### src/rtl/placar_registrador.sv
// -----------------------------------------------------------------------------
// placar_registrador -- two-team basketball scoreboard core.
//
// Debounces three point buttons (1/2/3 points), turns each debounced press
// into an add or subtract event for the selected team, keeps both scores in
// 0..99, pulses a buzzer on rejected events and scans the four score digits
// onto one shared 7-segment bus.
//
// Ports:
//   clk, rst           clock, synchronous active-high reset
//   btn_a/b/c          raw buttons worth 1/2/3 points, active-high
//   subtrair           1 = subtract, 0 = add (sampled when event applies)
//   mudar_time         team select, 0 = team 0, 1 = team 1
//   zerar              synchronous clear of both scores, led and buzzer
//   score_time0/1      registered team scores, 0..99
//   seg                active-low segments, gfedcba
//   an                 active-low digit enables {t1 units, t1 tens, t0 units, t0 tens}
//   buzzer             high for BUZZ_CYCLES after a rejected event
//   led                sticky error flag, cleared by a valid event or zerar
// -----------------------------------------------------------------------------

// Per-button debouncer: the accepted level follows the raw input only after
// CYCLES consecutive samples that disagree with it.
module placar_debounce #(
    parameter int CYCLES = 16
) (
    input  logic clk,
    input  logic rst,
    input  logic raw_i,
    output logic lvl_o
);
    localparam int CW = $clog2(CYCLES + 1);

    logic [CW-1:0] cnt_q, cnt_d;
    logic          lvl_q, lvl_d;

    always_comb begin
        cnt_d = '0;
        lvl_d = lvl_q;
        if (raw_i != lvl_q) begin
            // The sample that completes the run flips the level right away.
            if (cnt_q == CW'(CYCLES - 1)) begin
                lvl_d = raw_i;
            end else begin
                cnt_d = cnt_q + 1'b1;
            end
        end
    end

    always_ff @(posedge clk) begin
        if (rst) begin
            cnt_q <= '0;
            lvl_q <= 1'b0;
        end else begin
            cnt_q <= cnt_d;
            lvl_q <= lvl_d;
        end
    end

    assign lvl_o = lvl_q;
endmodule

module placar_registrador #(
    parameter int DEBOUNCE_CYCLES = 16,
    parameter int BUZZ_CYCLES     = 8,
    parameter int SCAN_DIV        = 4
) (
    input  logic       clk,
    input  logic       rst,
    input  logic       btn_a,
    input  logic       btn_b,
    input  logic       btn_c,
    input  logic       subtrair,
    input  logic       mudar_time,
    input  logic       zerar,
    output logic [6:0] score_time0,
    output logic [6:0] score_time1,
    output logic [6:0] seg,
    output logic [3:0] an,
    output logic       buzzer,
    output logic       led
);
    localparam int NUM_BTN = 3;
    localparam int BW      = $clog2(BUZZ_CYCLES + 1);
    localparam int SW      = $clog2(SCAN_DIV + 1);

    // ---------------- debounce + edge detect ----------------
    logic [NUM_BTN-1:0] raw, lvl, lvl_prev_q, req;

    assign raw = {btn_c, btn_b, btn_a};

    genvar g;
    generate
        for (g = 0; g < NUM_BTN; g++) begin : g_btn
            placar_debounce #(.CYCLES(DEBOUNCE_CYCLES)) u_db (
                .clk   (clk),
                .rst   (rst),
                .raw_i (raw[g]),
                .lvl_o (lvl[g])
            );
        end
    endgenerate

    assign req = lvl & ~lvl_prev_q;

    // C > B > A; lower-priority simultaneous requests are dropped.
    logic [1:0] pts;
    always_comb begin
        pts = 2'd0;
        if (req[2])      pts = 2'd3;
        else if (req[1]) pts = 2'd2;
        else if (req[0]) pts = 2'd1;
    end

    // ---------------- score update ----------------
    logic [6:0]    s0_q, s0_d, s1_q, s1_d, sel_s, new_s;
    logic [7:0]    sum;
    logic          ok;
    logic          led_q, led_d;
    logic [BW-1:0] buzz_q, buzz_d;

    always_comb begin
        sel_s = mudar_time ? s1_q : s0_q;
        // 8-bit sum keeps the carry so 99+3 cannot wrap into range.
        sum   = {1'b0, sel_s} + {6'b0, pts};
        ok    = subtrair ? ({5'b0, pts} <= sel_s) : (sum <= 8'd99);
        new_s = subtrair ? (sel_s - {5'b0, pts}) : sum[6:0];

        s0_d   = s0_q;
        s1_d   = s1_q;
        led_d  = led_q;
        buzz_d = (buzz_q != '0) ? buzz_q - 1'b1 : '0;

        if (zerar) begin
            s0_d   = '0;
            s1_d   = '0;
            led_d  = 1'b0;
            buzz_d = '0;
        end else if (pts != 2'd0) begin
            if (ok) begin
                if (mudar_time) s1_d = new_s;
                else            s0_d = new_s;
                led_d = 1'b0;
            end else begin
                led_d  = 1'b1;
                buzz_d = BW'(BUZZ_CYCLES);
            end
        end
    end

    // ---------------- display scan ----------------
    logic [SW-1:0] div_q, div_d;
    logic [1:0]    idx_q, idx_d;
    logic [3:0]    an_q;

    always_comb begin
        div_d = div_q + 1'b1;
        idx_d = idx_q;
        if (div_q == SW'(SCAN_DIV - 1)) begin
            div_d = '0;
            idx_d = idx_q + 1'b1;
        end
    end

    always_ff @(posedge clk) begin
        if (rst) begin
            lvl_prev_q <= '0;
            s0_q       <= '0;
            s1_q       <= '0;
            led_q      <= 1'b0;
            buzz_q     <= '0;
            div_q      <= '0;
            idx_q      <= '0;
            an_q       <= 4'b1110;
        end else begin
            lvl_prev_q <= lvl;
            s0_q       <= s0_d;
            s1_q       <= s1_d;
            led_q      <= led_d;
            buzz_q     <= buzz_d;
            div_q      <= div_d;
            idx_q      <= idx_d;
            an_q       <= ~(4'b0001 << idx_d);
        end
    end

    // seg decodes from idx_q, the same index an_q was loaded from, so the
    // bus and the enables always refer to the same digit.
    function automatic logic [6:0] seg7(input logic [6:0] d);
        case (d)
            7'd0:    seg7 = 7'b1000000;
            7'd1:    seg7 = 7'b1111001;
            7'd2:    seg7 = 7'b0100100;
            7'd3:    seg7 = 7'b0110000;
            7'd4:    seg7 = 7'b0011001;
            7'd5:    seg7 = 7'b0010010;
            7'd6:    seg7 = 7'b0000010;
            7'd7:    seg7 = 7'b1111000;
            7'd8:    seg7 = 7'b0000000;
            7'd9:    seg7 = 7'b0010000;
            default: seg7 = 7'b1111111;
        endcase
    endfunction

    logic [6:0] digit;
    always_comb begin
        case (idx_q)
            2'd0:    digit = s0_q / 7'd10;
            2'd1:    digit = s0_q % 7'd10;
            2'd2:    digit = s1_q / 7'd10;
            default: digit = s1_q % 7'd10;
        endcase
    end

    assign seg         = seg7(digit);
    assign an          = an_q;
    assign score_time0 = s0_q;
    assign score_time1 = s1_q;
    assign led         = led_q;
    assign buzzer      = (buzz_q != '0);
endmodule

### config.mk
export PLATFORM = sky130hd
export DESIGN_NAME = placar_registrador
export DESIGN_NICKNAME = d
export VERILOG_FILES = /design/src/rtl/placar_registrador.sv
export SDC_FILE = /design/constraint.sdc
export NUM_CORES = 1
export LEC_CHECK = 0
export BUFFER_PORTS_ARGS = -buffer_cell sky130_fd_sc_hd__buf_2
export CORE_MARGIN = 2
export CORE_UTILIZATION = 25
export CTS_CLUSTER_DIAMETER = 150
export CTS_CLUSTER_SIZE = 8
export DETAILED_ROUTE_END_ITERATION = 6
export GPL_TIMING_DRIVEN = 1
export HOLD_SLACK_MARGIN = 0.05
export SLEW_MARGIN = 20
export SYNTH_ARGS = -nofsm -noshare
export SYNTH_HDL_FRONTEND = slang
export SYNTH_HIERARCHICAL = 1
export SYNTH_SLANG_ARGS = --single-unit
### constraint.sdc
create_clock -name clk -period 5.7 [get_ports clk]
set_input_delay 0.285 -clock clk [delete_from_list [all_inputs] [get_ports clk]]
set_output_delay 0.285 -clock clk [all_outputs]
set_load 0.05 [all_outputs]
### Word level (Yosys, flattened, before mapping)

Memory sizes are Yosys's and may differ from the RTL's.
Cells that the tools add are included.

| storage, ports and cells | value |
|---|---|
| register bits | 49 |
| bits in latches | 0 |
| RAM bits | 0 |
| ROM bits | 112 |
| input port bits | 8 |
| output and inout port bits | 27 |
| memories | 1 |

| cells by class | value |
|---|---|
| add/subtract/negate cells | 8 |
| multiply operators | 0 |
| divide/modulo/power cells | 4 |
| $lt $le $gt $ge | 2 |
| equal/unequal tests | 9 |
| shift-type cells | 1 |
| muxes and demuxes | 13 |
| bitwise operators | 7 |
| reduce and logical (&&, ||, !) cells | 14 |

Memory list:

| memory | words | width | read ports | clocked after Yosys merged registers in | wr ports | line | RTL |
|---|---|---|---|---|---|---|---|
| (no name shown) | 16 | 7 | 1 | 0 | 0 | 190 | `case (d)` |

Operator list:

| cell | count |
|---|---|
| $mux 7 | 3 |
| $pmux 7 s3 | 1 |
| $add 5x1->5 const B | 3 |
| $eq 5x4->1 const B | 3 |
| $div 7x4->7 const B | 2 |
| $mod 7x4->7 const B | 2 |
| $mux 4 | 3 |
| $reduce_or 3->1 | 3 |
| $add 7x2->8 | 1 |
| $le 8x7->1 const B | 1 |
| $le 2x7->1 | 1 |
| $sub 7x2->7 | 1 |
| $mux 2 | 3 |
| $reduce_and 2->1 | 3 |
| $reduce_and 3->1 | 2 |
| $not 1->1 | 4 |
| $not 4->4 | 1 |
| $reduce_bool 4->1 | 1 |
| $reduce_or 2->1 | 2 |
| $shl 1x2->4 const A | 1 |
| $sub 4x1->4 const B | 1 |
| $add 3x1->3 const B | 1 |
| $and 3x3->3 | 1 |
| $eq 3x2->1 const B | 1 |
| 9 further kinds | 13 |

### Depth between registers and ports, before layout

| logic depth | value |
|---|---|
| word-level depth | 10 |
| mapped depth | 25 |

### Modules after synthesis

The synthesis kept the hierarchy.

Modules (own cells, without submodules):

| module | times used | cells each | area each (µm²) | seq. area each (µm²) |
|---|---|---|---|---|
| placar_registrador | 1 | 368 | 2889.0 | 620.6 |
| placar_debounce | 3 | 23 | 234.0 | 120.1 |

### Worst setup path before layout

Ideal clock, no wire load.

| path | value |
|---|---|
| path type | register -> output |
| from | register s1_q[6] (netlist: score_time1[6]) |
| to | output seg[3] |
| arrival | 5.868 ns |
| data required time | 5.415 ns |
| path slack | -0.453 ns |
| cell stages (with the launch flop) | 20 |
| buffers on the path | 1 |
| cells stage by stage | dfxtp_1 -> clkbuf_1 -> nor2b_1 -> a211oi_1 -> a31o_2 -> ha_1 -> nor4_1 -> nor3_2 -> o211ai_2 -> nor2_1 -> a2bb2oi_1 -> ha_1 -> inv_1 -> or3_1 -> a21o_1 -> and2_4 -> a211o_1 -> ha_1 -> nor3_1 -> o31ai_1 |

| on the way | value |
|---|---|
| cells in the longest elaborated chain, start to end | 4 |

Ends and longest elaborated chain:

| item | line | RTL |
|---|---|---|
| from (decl) | 116 | `logic [6:0] s0_q, s0_d, s1_q, s1_d, sel_s, new_s;` |
| from (signal assigned) | 169 | `s1_q <= '0;` |
| from (signal assigned) | 178 | `s1_q <= s1_d;` |
| $mod 7x4->7 / $div 7x4->7 (equally long branches) | 211, 210 |  |
| $pmux 7 s3 (*) | 207 | `case (idx_q)` |
| $mem_v2 16x7 / $logic_not 3->1 (equally long branches) | -- |  |
| $mux 7 (*) | 190 |  |
| to (decl) | 78 | `output logic [6:0] seg,` |

Mark *: on every way between the ends. The rest lies on a longest branch, timed or not.

### Final worst setup path

| path | value |
|---|---|
| from | register s1_q[4] (netlist: score_time1[4]) |
| to | output seg[4] |

Same word-level chain as after synthesis.

==> summary.txt <==
Outcome
  • Status: completed

Critical path
  • Path depth of the worst reg2reg path: 13
  • Worst setup SP type: flop
  • Reg2Reg Setup Slack: 1890 ps
  • CP required: 5410 ps
  • CP Max Fanout: 10
  • Endpoint class of the critical path: primary output
  • Critical R2R Launch: g_btn[1].u_db/lvl_o$_SDFFE_PP0P_
  • R2R Path End: score_time1[6]$_SDFFE_PP0P_
  • WS Path Type: flop to primary output
  • Worst path arrival time: 5170 ps

Power and ir drop
  • Switching pwr: 0.212 mW
  • Pwr/cell area: 180 mW/mm²
  • Sequential power share: 45.7%
  • Clock power share: 40.5%
  • Static Leak: 1.69 nW
  • Logic pwr share: 13.8%
  • Total Power: 0.770 mW
  • Pint: 0.558 mW
  • Maximum vdd drop: 0.000145 V
  • Switching power share of the total: 27.5%

STA
  • Slew Viols, Final: 0
  • Max Clk Rate: 183 MHz
  • Clock Skew: 6.08 ps
  • Min Clock Period, post-route: 5460 ps
  • Fin crit share: 95.7%
  • Final hold vios: 0
  • Slew @ Worst Pin: 1040 ps
  • Final Setup Violations: 0
  • Slew HR: 28.9%

Synth
  • Synth Register Bits: 49
  • Syn nets: 470
  • Synth Area in Compound Gates: 17.4%
  • Mapped Area: 0.00359 mm²
  • Cell variety after synth: 69
  • Top FF cell, synth: dfxtp_1
  • Post-synth EDFFs: 0
  • Gate count after technology mapping: 437
  • Xor/xnor cell area share of the yosys netlist: 4.15%
  • Asr flop ratio synth: 0%
  • Largest family of logic cells by synthesized area: simple AND/OR/NAND/NOR gates
  • Synth Area in Adders: 9.13%
  • Yosys warns: 6
  • Simple-Gate Fraction of Synth Area: 25.1%
  • Sequential fraction of the synthesis area: 27.3%
  • Avg Cell Area, Syn: 8.22 µm²
  • Mux contribution to synthesized area: 11.5%

Detailed routing
  • DR pass1 iterations: 5
  • Number of DRC markers in iteration 0: 171
  • Vias per cell: 5.09
  • Vias: 3308
  • DRC Markers: 0
  • Detailed-route wire length per cell: 13.6 µm
  • Post-Route WL: 8.86 mm
  • ANT nets after route: 0

Worst hold path
  • Worst Hold Launch: btn_b
  • Hold Path End: g_btn[1].u_db/lvl_o$_SDFFE_PP0P_
  • Min-delay worst type: primary input to flop
  • Worst hold path depth: 3

Cells and area
  • # fillers: 1439
  • Multi-input logic area: 0.00254 mm²
  • Ant diodes: 0
  • Commonest cells after routing, fill and taps aside: 56 x nor2_1, 45 x dfxtp_1, 33 x buf_2, 28 x inv_1, 28 x nor3_1
  • Reg area: 986 µm²
  • Most common cell after layout, fill and taps aside: nor2_1
  • Share of cells above drive strength 1: 22.3%
  • Area Growth Syn to Fin: 19.2%
  • Layout Nets: 502
  • Final Util: 30.7%

Global route
  • Antenna violations before repair: 0
  • Grt ovf: 0
  • Global Route Usage Sum: 11.7%
  • Via count of the first global-routing pass: 3041
  • Largest net degree at the start of global routing: 19
  • First-pass GRT wire length: 14.5 mm

Clock network
  • Htree depth: 2
  • Worst-path clk slew: 70 ps
  • Num CTS Buffers: 5
  • CTS tree: built
  • Hold Buf Count CTS: 0
  • Clock sink total: 49
  • Maximum clock insertion buffer count: 2
  • Root buf cell: clkbuf_16
  • Later-pin clock latency in the skew report: 290 ps

Floorplan
  • Initial core utilization: 25.8%
  • Number of I/O pins: 35
  • CORE AREA: 0.0139 mm²
  • Die width: 124 µm
  • Die area: 0.0153 mm²
  • Die height: 124 µm
  • # rows: 43

Job
  • Max cap viols: 0

Placement
  • Buffers added on ports: 34
  • Gp weighted congestion: 0.879
  • Post-DP HPWL: 6.47 mm
[cells in the mapped netlist (3+ instances only)]
cell type  count  area [µm²]
nor2_1        56         210
dfxtp_1       49         981
nor3_1        30         150
inv_1         28         105
mux2i_1       27         270
ha_1          23         288
nand2_1       22        82.6
a21oi_1       18        90.1
clkbuf_1      13        48.8
o21ai_0       12        60.1
xnor2_1       11        96.3
mux2_2        10         113
o31ai_1       10        75.1
nor2b_1        9        56.3
a211oi_1       8        60.1
buf_2          7        35.0
nand2b_1       7        43.8
nand3_1        7        35.0
xor2_1         6        52.6
and3_1         5        31.3
nand3b_1       4        30.0
nor3b_1        4        30.0
o22ai_1        4        25.0
nand4b_1       3        26.3
nor4_1         3        18.8
o211ai_1       3        22.5
or3_1          3        18.8
or3_4          3        33.8
[area by class of cell]
cell class | count | area share [%]
inverters | 28 | 2.45
clock buffers | 5 | 2.92
multi-input cells | 338 | 59.4
well taps | 180 | 5.26
flip-flops and latches | 49 | 23.0
clock inverters | 3 | 0.672
repair buffers | 47 | 6.31
[worst max-delay path by stage]
stage / start / cells after the start / end
floorplan: score_time1[6]$_SDFFE_PP0P_ / 19 / seg[3]
global placement: score_time0[6]$_SDFFE_PP0P_ / 22 / seg[4]
detailed placement: idx_q[1]$_SDFF_PP0_ / 23 / seg[4]
CTS: idx_q[1]$_SDFF_PP0_ / 24 / seg[4]
global route: score_time1[4]$_SDFFE_PP0P_ / 23 / seg[4]
finish: score_time1[4]$_SDFFE_PP0P_ / 23 / seg[4]
[repair_timing]
| action | CTS | global route |
|---|---|---|
| setup endpoints to repair | 7 | 7 |
| buffers inserted | 1 | 5 |
| resized for setup | 13 | 8 |
| pin swaps | 1 | 3 |
[sequential cells by signal, indices dropped and copies added, names as in the netlist]
register,cells
g_btn.u_db/cnt_q,15
score_time0,7
score_time1,7
an,4
buzz_q,4
div_q,3
g_btn.u_db/lvl_o,3
lvl_prev_q,3
idx_q,2
led,1
[per-layer routing]
metal	track usage, %	up-vias	wire length [µm]
met4	3.20	0	140
met5	0	-	0
li1	-	1634	-
met3	2.61	11	559
met2	19.5	104	4100
met1	15.1	1559	4050
[worst max-delay path: stages, from the launching register on]
cell,delay (ps)
dfxtp_2,440
nor2b_2,310
a211oi_1,80
a31o_2,270
ha_4,200
or3b_2,440
a21oi_1,170
o22ai_2,160
nand2_2,160
inv_1,80
a2bb2oi_2,190
ha_2,250
inv_1,60
or3_1,380
a21o_1,200
a211oi_1,260
a211o_1,210
inv_1,100
ha_1,200
inv_1,90
mux2i_1,80
mux2_4,290
nand2_1,60
buf_4,210
[power groups by stage]
stage	registers (mW)	clock network (mW)	logic (mW)
after detailed placement	0.360	0	0.0956
after global placement	0.359	0	0.0930
after floorplan	0.364	0	0.0714
final	0.352	0.312	0.106
after CTS	0.352	0.322	0.0983
after global routing	0.353	0.336	0.116
[stage by stage]
step	hold slack [ps]	worst slack, ps	TNS (ps)	std cells	area (µm²)
6_report	256	244	0	650	4280
5_1_grt	275	-11.4	-11.4	650	4280
3_3_place_gp	407	207	0	636	3980
3_5_place_dp	415	-74.9	-85.4	636	3990
2_1_floorplan	357	-29.3	-29.3	437	3620
4_1_cts	251	1.04	0	645	4190
[logic make-up after synthesis]
family,count (synthesis)
multiplexers,39
AND/OR/NAND/NOR,170
adder cells (fa/ha/maj),25
XOR/XNOR,17
buffers and inverters,50
AO/OA/AOI/OAI,87
flip-flops,49
No activity file was read; power rests on OpenSTA's default activity.
